### src/rtl/mem_arbiter_if.sv
// Requester, response and memory-side bus for mem_arbiter.
// The arbiter sits on the slave modport; the requester/memory environment sits on master.
interface mem_arbiter_if;
  logic        req0_valid_i;
  logic        req0_ready_o;
  logic [10:0] req0_addr_i;
  logic        req0_we_i;
  logic [3:0]  req0_be_i;
  logic [31:0] req0_wdata_i;
  logic        req1_valid_i;
  logic        req1_ready_o;
  logic [10:0] req1_addr_i;
  logic        req1_we_i;
  logic [3:0]  req1_be_i;
  logic [31:0] req1_wdata_i;

  logic        rsp0_valid_o;
  logic [31:0] rsp0_rdata_o;
  logic        rsp0_err_o;
  logic        rsp1_valid_o;
  logic [31:0] rsp1_rdata_o;
  logic        rsp1_err_o;

  logic [10:0] mem_addr_o;
  logic [31:0] mem_wr_data_o;
  logic [3:0]  mem_bytemask_o;
  logic        mem_write_en_o;
  logic        mem_read_en_o;
  logic [31:0] mem_rd_data_i;

  modport slave (
    input  req0_valid_i, req0_addr_i, req0_we_i, req0_be_i, req0_wdata_i,
    input  req1_valid_i, req1_addr_i, req1_we_i, req1_be_i, req1_wdata_i,
    input  mem_rd_data_i,
    output req0_ready_o, req1_ready_o,
    output rsp0_valid_o, rsp0_rdata_o, rsp0_err_o,
    output rsp1_valid_o, rsp1_rdata_o, rsp1_err_o,
    output mem_addr_o, mem_wr_data_o, mem_bytemask_o, mem_write_en_o, mem_read_en_o
  );

  modport master (
    output req0_valid_i, req0_addr_i, req0_we_i, req0_be_i, req0_wdata_i,
    output req1_valid_i, req1_addr_i, req1_we_i, req1_be_i, req1_wdata_i,
    output mem_rd_data_i,
    input  req0_ready_o, req1_ready_o,
    input  rsp0_valid_o, rsp0_rdata_o, rsp0_err_o,
    input  rsp1_valid_o, rsp1_rdata_o, rsp1_err_o,
    input  mem_addr_o, mem_wr_data_o, mem_bytemask_o, mem_write_en_o, mem_read_en_o
  );
endinterface

### src/rtl/mem_arbiter.sv
// Two-port round-robin arbiter onto a single registered-read memory.
// One transfer per cycle; each transfer yields a one-cycle response pulse one cycle later.
module mem_arbiter #(
  parameter int unsigned NPORTS = 2
) (
  input  logic          clk_i,
  input  logic          rst_i,
  mem_arbiter_if.slave  bus
);

  typedef enum logic {
    LAST_P0 = 1'b0,
    LAST_P1 = 1'b1
  } last_grant_e;

  last_grant_e       last_grant_q, last_grant_d;
  logic [NPORTS-1:0] rsp_pending_q, rsp_pending_d;
  logic              rsp_is_read_q, rsp_is_read_d;
  logic              rsp_err_q, rsp_err_d;

  logic [NPORTS-1:0] gnt;
  logic              xfer;
  logic              misaligned;
  logic [10:0]       sel_addr;
  logic              sel_we;
  logic [3:0]        sel_be;
  logic [31:0]       sel_wdata;

  // A tie goes to the port that did not win the last transfer.
  always_comb begin
    gnt = '0;
    if (!rst_i) begin
      if (bus.req0_valid_i && bus.req1_valid_i) begin
        if (last_grant_q == LAST_P1) gnt[0] = 1'b1;
        else                         gnt[1] = 1'b1;
      end else begin
        gnt[0] = bus.req0_valid_i;
        gnt[1] = bus.req1_valid_i;
      end
    end
  end

  assign bus.req0_ready_o = gnt[0];
  assign bus.req1_ready_o = gnt[1];
  assign xfer             = |gnt;

  always_comb begin
    sel_addr  = bus.req0_addr_i;
    sel_we    = bus.req0_we_i;
    sel_be    = bus.req0_be_i;
    sel_wdata = bus.req0_wdata_i;
    if (gnt[1]) begin
      sel_addr  = bus.req1_addr_i;
      sel_we    = bus.req1_we_i;
      sel_be    = bus.req1_be_i;
      sel_wdata = bus.req1_wdata_i;
    end
  end

  assign misaligned = (sel_addr[1:0] != 2'b00);

  always_comb begin
    bus.mem_addr_o     = '0;
    bus.mem_wr_data_o  = '0;
    bus.mem_bytemask_o = '0;
    bus.mem_write_en_o = 1'b0;
    bus.mem_read_en_o  = 1'b0;
    if (xfer && !misaligned) begin
      bus.mem_addr_o     = sel_addr;
      bus.mem_wr_data_o  = sel_wdata;
      bus.mem_bytemask_o = sel_be;
      bus.mem_write_en_o = sel_we;
      bus.mem_read_en_o  = !sel_we;
    end
  end

  always_comb begin
    last_grant_d  = last_grant_q;
    rsp_pending_d = gnt;
    rsp_is_read_d = xfer && !sel_we && !misaligned;
    rsp_err_d     = xfer && misaligned;
    if (xfer) last_grant_d = gnt[1] ? LAST_P1 : LAST_P0;
  end

  always_ff @(posedge clk_i or posedge rst_i) begin
    if (rst_i) begin
      last_grant_q  <= LAST_P1;
      rsp_pending_q <= '0;
      rsp_is_read_q <= 1'b0;
      rsp_err_q     <= 1'b0;
    end else begin
      last_grant_q  <= last_grant_d;
      rsp_pending_q <= rsp_pending_d;
      rsp_is_read_q <= rsp_is_read_d;
      rsp_err_q     <= rsp_err_d;
    end
  end

  // Read data is taken straight from the registered memory output in the response cycle.
  assign bus.rsp0_valid_o = rsp_pending_q[0];
  assign bus.rsp1_valid_o = rsp_pending_q[1];
  assign bus.rsp0_rdata_o = (rsp_pending_q[0] && rsp_is_read_q) ? bus.mem_rd_data_i : '0;
  assign bus.rsp1_rdata_o = (rsp_pending_q[1] && rsp_is_read_q) ? bus.mem_rd_data_i : '0;
  assign bus.rsp0_err_o   = rsp_pending_q[0] && rsp_err_q;
  assign bus.rsp1_err_o   = rsp_pending_q[1] && rsp_err_q;

endmodule

### src/flat_wrapper.sv
// flat-port wrapper written by rule: the top's interface ports become plain ports
module mem_arbiter_flat 
#(
  parameter int unsigned NPORTS = 2
)
  (clk_i, rst_i, bus_req0_valid_i, bus_req0_addr_i, bus_req0_we_i, bus_req0_be_i, bus_req0_wdata_i, bus_req1_valid_i, bus_req1_addr_i, bus_req1_we_i, bus_req1_be_i, bus_req1_wdata_i, bus_mem_rd_data_i, bus_req0_ready_o, bus_req1_ready_o, bus_rsp0_valid_o, bus_rsp0_rdata_o, bus_rsp0_err_o, bus_rsp1_valid_o, bus_rsp1_rdata_o, bus_rsp1_err_o, bus_mem_addr_o, bus_mem_wr_data_o, bus_mem_bytemask_o, bus_mem_write_en_o, bus_mem_read_en_o);
  mem_arbiter_if bus_i ();
  input  logic clk_i;
  input  logic rst_i;
  input wire logic [$bits(bus_i.req0_valid_i)-1:0] bus_req0_valid_i;
  input wire logic [$bits(bus_i.req0_addr_i)-1:0] bus_req0_addr_i;
  input wire logic [$bits(bus_i.req0_we_i)-1:0] bus_req0_we_i;
  input wire logic [$bits(bus_i.req0_be_i)-1:0] bus_req0_be_i;
  input wire logic [$bits(bus_i.req0_wdata_i)-1:0] bus_req0_wdata_i;
  input wire logic [$bits(bus_i.req1_valid_i)-1:0] bus_req1_valid_i;
  input wire logic [$bits(bus_i.req1_addr_i)-1:0] bus_req1_addr_i;
  input wire logic [$bits(bus_i.req1_we_i)-1:0] bus_req1_we_i;
  input wire logic [$bits(bus_i.req1_be_i)-1:0] bus_req1_be_i;
  input wire logic [$bits(bus_i.req1_wdata_i)-1:0] bus_req1_wdata_i;
  input wire logic [$bits(bus_i.mem_rd_data_i)-1:0] bus_mem_rd_data_i;
  output wire logic [$bits(bus_i.req0_ready_o)-1:0] bus_req0_ready_o;
  output wire logic [$bits(bus_i.req1_ready_o)-1:0] bus_req1_ready_o;
  output wire logic [$bits(bus_i.rsp0_valid_o)-1:0] bus_rsp0_valid_o;
  output wire logic [$bits(bus_i.rsp0_rdata_o)-1:0] bus_rsp0_rdata_o;
  output wire logic [$bits(bus_i.rsp0_err_o)-1:0] bus_rsp0_err_o;
  output wire logic [$bits(bus_i.rsp1_valid_o)-1:0] bus_rsp1_valid_o;
  output wire logic [$bits(bus_i.rsp1_rdata_o)-1:0] bus_rsp1_rdata_o;
  output wire logic [$bits(bus_i.rsp1_err_o)-1:0] bus_rsp1_err_o;
  output wire logic [$bits(bus_i.mem_addr_o)-1:0] bus_mem_addr_o;
  output wire logic [$bits(bus_i.mem_wr_data_o)-1:0] bus_mem_wr_data_o;
  output wire logic [$bits(bus_i.mem_bytemask_o)-1:0] bus_mem_bytemask_o;
  output wire logic [$bits(bus_i.mem_write_en_o)-1:0] bus_mem_write_en_o;
  output wire logic [$bits(bus_i.mem_read_en_o)-1:0] bus_mem_read_en_o;
  assign bus_i.req0_valid_i = bus_req0_valid_i;
  assign bus_i.req0_addr_i = bus_req0_addr_i;
  assign bus_i.req0_we_i = bus_req0_we_i;
  assign bus_i.req0_be_i = bus_req0_be_i;
  assign bus_i.req0_wdata_i = bus_req0_wdata_i;
  assign bus_i.req1_valid_i = bus_req1_valid_i;
  assign bus_i.req1_addr_i = bus_req1_addr_i;
  assign bus_i.req1_we_i = bus_req1_we_i;
  assign bus_i.req1_be_i = bus_req1_be_i;
  assign bus_i.req1_wdata_i = bus_req1_wdata_i;
  assign bus_i.mem_rd_data_i = bus_mem_rd_data_i;
  assign bus_req0_ready_o = bus_i.req0_ready_o;
  assign bus_req1_ready_o = bus_i.req1_ready_o;
  assign bus_rsp0_valid_o = bus_i.rsp0_valid_o;
  assign bus_rsp0_rdata_o = bus_i.rsp0_rdata_o;
  assign bus_rsp0_err_o = bus_i.rsp0_err_o;
  assign bus_rsp1_valid_o = bus_i.rsp1_valid_o;
  assign bus_rsp1_rdata_o = bus_i.rsp1_rdata_o;
  assign bus_rsp1_err_o = bus_i.rsp1_err_o;
  assign bus_mem_addr_o = bus_i.mem_addr_o;
  assign bus_mem_wr_data_o = bus_i.mem_wr_data_o;
  assign bus_mem_bytemask_o = bus_i.mem_bytemask_o;
  assign bus_mem_write_en_o = bus_i.mem_write_en_o;
  assign bus_mem_read_en_o = bus_i.mem_read_en_o;
  mem_arbiter #(.NPORTS(NPORTS)) u_core (.clk_i(clk_i), .rst_i(rst_i), .bus(bus_i));
endmodule
### config.mk
export PLATFORM = sky130hd
export DESIGN_NAME = mem_arbiter_flat
export DESIGN_NICKNAME = d
export VERILOG_FILES = /design/src/rtl/mem_arbiter_if.sv /design/src/rtl/mem_arbiter.sv /design/src/flat_wrapper.sv
export SDC_FILE = /design/constraint.sdc
export NUM_CORES = 1
export LEC_CHECK = 0
export CAP_MARGIN = 5
export CORE_AREA = 2 2 98 100
export CTS_BUF_LIST = sky130_fd_sc_hd__clkbuf_2 sky130_fd_sc_hd__clkbuf_4 sky130_fd_sc_hd__clkbuf_8
export CTS_CLUSTER_DIAMETER = 40
export CTS_CLUSTER_SIZE = 28
export DETAILED_ROUTE_END_ITERATION = 6
export DIE_AREA = 0 0 100 102
export PLACE_DENSITY = 0.69
export REMOVE_ABC_BUFFERS = 1
export SLEW_MARGIN = 5
export SYNTH_ARGS = -nofsm -noshare
export SYNTH_HDL_FRONTEND = slang
export SYNTH_SLANG_ARGS = --single-unit
### constraint.sdc
create_clock -name clk_i -period 3.92 [get_ports clk_i]
set_clock_uncertainty 0.1 [all_clocks]
set_input_delay 0.588 -clock clk_i [delete_from_list [all_inputs] [get_ports clk_i]]
set_output_delay 0.588 -clock clk_i [all_outputs]
set_load 0.01 [all_outputs]
; Word-level counts from Yosys, hierarchy flattened
; Index checks and enable logic that the tools add are counted.
[classes]
muxes = 16
reduce_logical = 13
[op_table]
columns = op, n
row1 = $mux 32, 4
row2 = $mux 11, 2
row3 = $logic_and 1x1->1, 9
row4 = $mux 4, 2
row5 = $mux 1, 6
row6 = $mux 2, 2
row7 = $logic_not 1->1, 2
row8 = $reduce_bool 2->1, 1
row9 = $reduce_or 2->1, 1
[word_totals]
reg_bits = 5
input_bits = 132
output_inout_bits = 119
wordCells = 33

; Depth between registers and ports, before layout
; Gate-level depths: netlist of the first run.
[logic_depth]
ltp_word = 8
mapped_depth = 5
mapped_depth_nobuf = 3

; Worst setup path after synthesis of the first run
; Ideal clock, no wire load.
[synth_path]
path_kind = input to output
from = input bus_req1_addr_i[0]
to = output bus_mem_wr_data_o[10]
arrival_time_ps = 1399
required_time_ps = 3232
setup_slack_ps = 1833
cell_stages = 5
n_path_buf = 2
path_cell_list = nor2_1 > buf_4 > buf_2 > nand4_1 > a21oi_1
[synth_via]
elab_chain_cells = 5
[synth_lines]
columns = element, line
row1 = from (decl), flat_wrapper.sv:16  ; input wire logic [$bits(bus_i.req1_addr_i)-1:0] bus_req1_addr_i;
row2 = $mux 11, mem_arbiter.sv:52  ; if (gnt[1]) begin
row3 = $reduce_bool 2->1, mem_arbiter.sv:60  ; assign misaligned = (sel_addr[1:0] != 2'b00);
row4 = $logic_not 1->1, mem_arbiter.sv:68  ; if (xfer && !misaligned) begin
row5 = $logic_and 1x1->1, mem_arbiter.sv:68
row6 = $mux 32, mem_arbiter.sv:68
row7 = to (decl), flat_wrapper.sv:30  ; output wire logic [$bits(bus_i.mem_wr_data_o)-1:0] bus_mem_wr_data_o;
; Every way passes these cells.

; Final worst setup path of the first run
[layout_path]
from = input bus_req1_valid_i
to = output bus_mem_addr_o[5]
[layout_via]
elab_chain_cells = 8
elab_cells_between_ends = 9
classes_between = mux (4) / reduce/logical (5)
[layout_lines]
columns = element, line
row1 = from (decl), flat_wrapper.sv:15  ; input wire logic [$bits(bus_i.req1_valid_i)-1:0] bus_req1_valid_i;
row2 = $logic_and 1x1->1, mem_arbiter.sv:33  ; if (bus.req0_valid_i && bus.req1_valid_i) begin
row3 = $mux 2 (*), mem_arbiter.sv:33
row4 = $mux 2 (*), mem_arbiter.sv:32  ; if (!rst_i) begin
row5 = $mux 11, mem_arbiter.sv:52
row6 = $reduce_bool 2->1, mem_arbiter.sv:60
row7 = $logic_not 1->1, mem_arbiter.sv:68
row8 = $logic_and 1x1->1, mem_arbiter.sv:68
row9 = $mux 11 (*), mem_arbiter.sv:68
row10 = to (decl), flat_wrapper.sv:29  ; output wire logic [$bits(bus_i.mem_addr_o)-1:0] bus_mem_addr_o;
; Every way passes the cells marked *; elsewhere a longest branch is shown, timed or not.

==> out/results.txt, run 1 <==
Run status = finished, final reports clean
Buffers & Inverters on Critical Path = 3
Core Rows = 35
Final #Nets = 624
Total number of vias = 3176
Antenna Cells = 0
TritonRoute pass-1 iters = 4
PortBufs = 248
Critical path arrival = 2790 ps
Commonest non-fill, non-tap cell in the layout = clkdlybuf4s50_1
Number of post-CTS setup repair buffers = 0
Largest delay contributor family on the critical path = buffers and inverters
Register area share after synthesis = 0.06760
Internal = 0.3152 mW
CTS Buf Count = 3
CP endpoint kind = output port
Yosys top cell by area = and3_1
Library cells used by synthesis = 28
Static Leakage = 1.627 nW
Via density = 5.276
Fmax = 287.7 MHz
Routed WL = 11150 um
Crit-path cells = clkdlybuf4s50_1 > o21ai_4 > buf_4 > a21oi_1 > clkdlybuf4s50_1
Fin crit period = 3476 ps
Sink Count = 5
Clk Latency, worst-skew pair = 220 ps
Area growth from synthesis to layout = 136.2%
Clock power share = 0.211
Final setup viols = 0
Clock root cell = clkbuf_8
Cell Pwr Density = 112.0 mW/mm2
Largest net degree at the start of global routing = 65
CTS Buffer Depth = 2
Total Routing Usage GR = 0.1970
First-pass GRT wire length = 16260 um
Worst VDD drop = 0.00006273 V
Crit path kind = primary input to output port
Sequential share of power = 0.136
Share of cells above drive strength 1 = 0.08350
Vias in the first global route = 3003
CTS tree = yes
Nature of the critical path startpoint = primary input
Worst relative slew slack = 0.3514
Commonest cells after routing, fill and taps aside = clkdlybuf4s50_1 (248), and3_1 (65), nand4_1 (46)
Total of max-cap violations = 0
Most numerous cell on the critical path = clkdlybuf4s50_1
Crit path largest cell delay = 820 ps
Slew Viols, Final = 0
Psw = 0.1795 mW
Hold Path Class = flip-flop to flip-flop
GRT Residual Overflow = 0
Maximum fanout along the worst path = 32
Required time worst endpoint = 3230 ps
Mean routed wirelength per cell = 18.52 um
Switch share = 0.3628
Final core utilization = 0.4848
Final hold violation count = 0
Initial Util = 0.2052
Post-Syn Instances = 279
Residual DRC = 0
Unrepaired setup endpoints after global routing = false
Most used DFF post-synth = dfrtp_1
Ranking of synthesized cells by area = and3_1 (22%), nand4_1 (15%), o211ai_1 (14%)
Synth warn = 0
Final GP Congestion = 0.9225
Logic pwr share = 0.653
Async S/R FF share, synth = 1.000
Die H = 102 um
Post-synth EDFFs = 0
Die X = 100 um
Synth Area per Inst = 6.700 um2
Post-CTS Hold Buffers = 0
Final worst-path cycle share = 0.8867
Die ar. = 0.01020 mm2
Initial antenna violation count = 0
Post-synth top area share = 0.2175
Htree depth = 1
Drt initial violations = 110
Clock transition at the registers of the reported paths = 40 ps
ANT nets after route = 0
Slowest CP cell = o21ai_4
Flops & latches, synth = 5
Post-synthesis instance area = 0.001869 mm2
I/O Pins = 251
Post-DP HPWL = 8427 um
Setup TNS Final = 0 ps
Core ar. = 0.009109 mm2
Count of cells resized by post-cts repair = 0
Worst-margin pin slew = 969.3 ps
-- per-stage QoR --
stage | hold WS (ps) | total power, mW | area, um2 | setup WS, ps | cells
after floorplan | 277.8 | 0.1624 | 1608 | 437.6 | 230
after global placement | 422.5 | 0.3857 | 4367 | 494.4 | 598
after detailed placement | 441.6 | 0.3885 | 4367 | 464.8 | 598
after CTS | 448.2 | 0.4936 | 4415 | 464.1 | 602
after global routing | 453.0 | 0.5200 | 4415 | 343.0 | 602
final | 441.7 | 0.4947 | 4415 | 444.2 | 602
-- synthesized netlist by cell type (2+ instances only) --
library cell / count
dfrtp_1: 4
nor2_1: 3
nand4_1: 46
nand2b_1: 2
a21oi_1: 38
buf_2: 14
buf_6: 2
and3_1: 65
o211ai_2: 10
o211ai_1: 36
buf_4: 11
clkbuf_1: 22
a21oi_2: 10
and2_1: 2
-- worst paths after layout --
check / start / to / slack (ps) / cells after the start
worst max-delay path: bus_req1_valid_i / bus_mem_addr_o[5] / 440 / 5
worst min-delay path: u_core.last_grant_q / u_core.last_grant_q / 440 / 1
worst max register to register: u_core.last_grant_q / u_core.rsp_err_q / 2220 / 3
worst min register to register: u_core.last_grant_q / u_core.last_grant_q / 440 / 1
max in group asynchronous: rst_i / u_core.last_grant_q / 2860 / 2
min in group asynchronous: rst_i / u_core.rsp_err_q / 580 / 2
-- state kept, by name, summed over array words and instances (netlist names) --
| name | flops |
|---|---|
| u_core.rsp_pending_q | 2 |
| u_core.last_grant_q | 1 |
| u_core.rsp_err_q | 1 |
| u_core.rsp_is_read_q | 1 |
-- worst reg2reg max path: cells and delay by family, from the launching register on --
family           cells  cell delay [ps]
AO/OA/AOI/OAI        1              230
AND/OR/NAND/NOR      2              720
flip-flops           1              560
-- logic make-up after synthesis --
kind of cell	share of synthesized area
buf+inv	0.1439
other cells	0.002006
flops	0.06761
compound gates	0.3775
simple gates	0.4090
-- area by class of cell --
type                            count  area [um2]
Clock buffer                        4       48.80
Fill cell                         884        4693
Sequential cell                     5       126.4
Inverter                            1       3.754
Tap cell                          111       138.9
Timing Repair Buffer              257        2587
Multi-Input combinational cell    224        1510
-- layer usage --
layer | routed length (um) | up-vias | GRT usage
met5 | 0 | - | 0
met4 | 151 | 0 | 0.03793
met3 | 950 | 10 | 0.03967
met2 | 5529 | 189 | 0.3591
met1 | 4521 | 1456 | 0.2423
li1 | - | 1521 | -
-- power groups by stage --
| stage | Sequential [mW] | Clock, mW | Combinational, mW |
|---|---|---|---|
| after floorplan | 0.0663 | 0 | 0.0960 |
| after global placement | 0.0673 | 0 | 0.318 |
| after detailed placement | 0.0679 | 0 | 0.321 |
| after CTS | 0.0673 | 0.103 | 0.323 |
| after global routing | 0.0695 | 0.107 | 0.344 |
| final | 0.0672 | 0.104 | 0.323 |
(Power assumes the default switching activity.)
==> run 2: changes to the inputs <==
Settings changed: SKIP_CTS_REPAIR_TIMING from default to 1.
==> results of run 2 <==
Same layout as run 1: the final DEF is identical, and so are final timing and power.
==> run 3: changes to the inputs <==
Settings changed: SKIP_LAST_GASP from default to 1.
==> results of run 3 <==
Same layout as run 1: the final DEF is identical, and so are final timing and power.
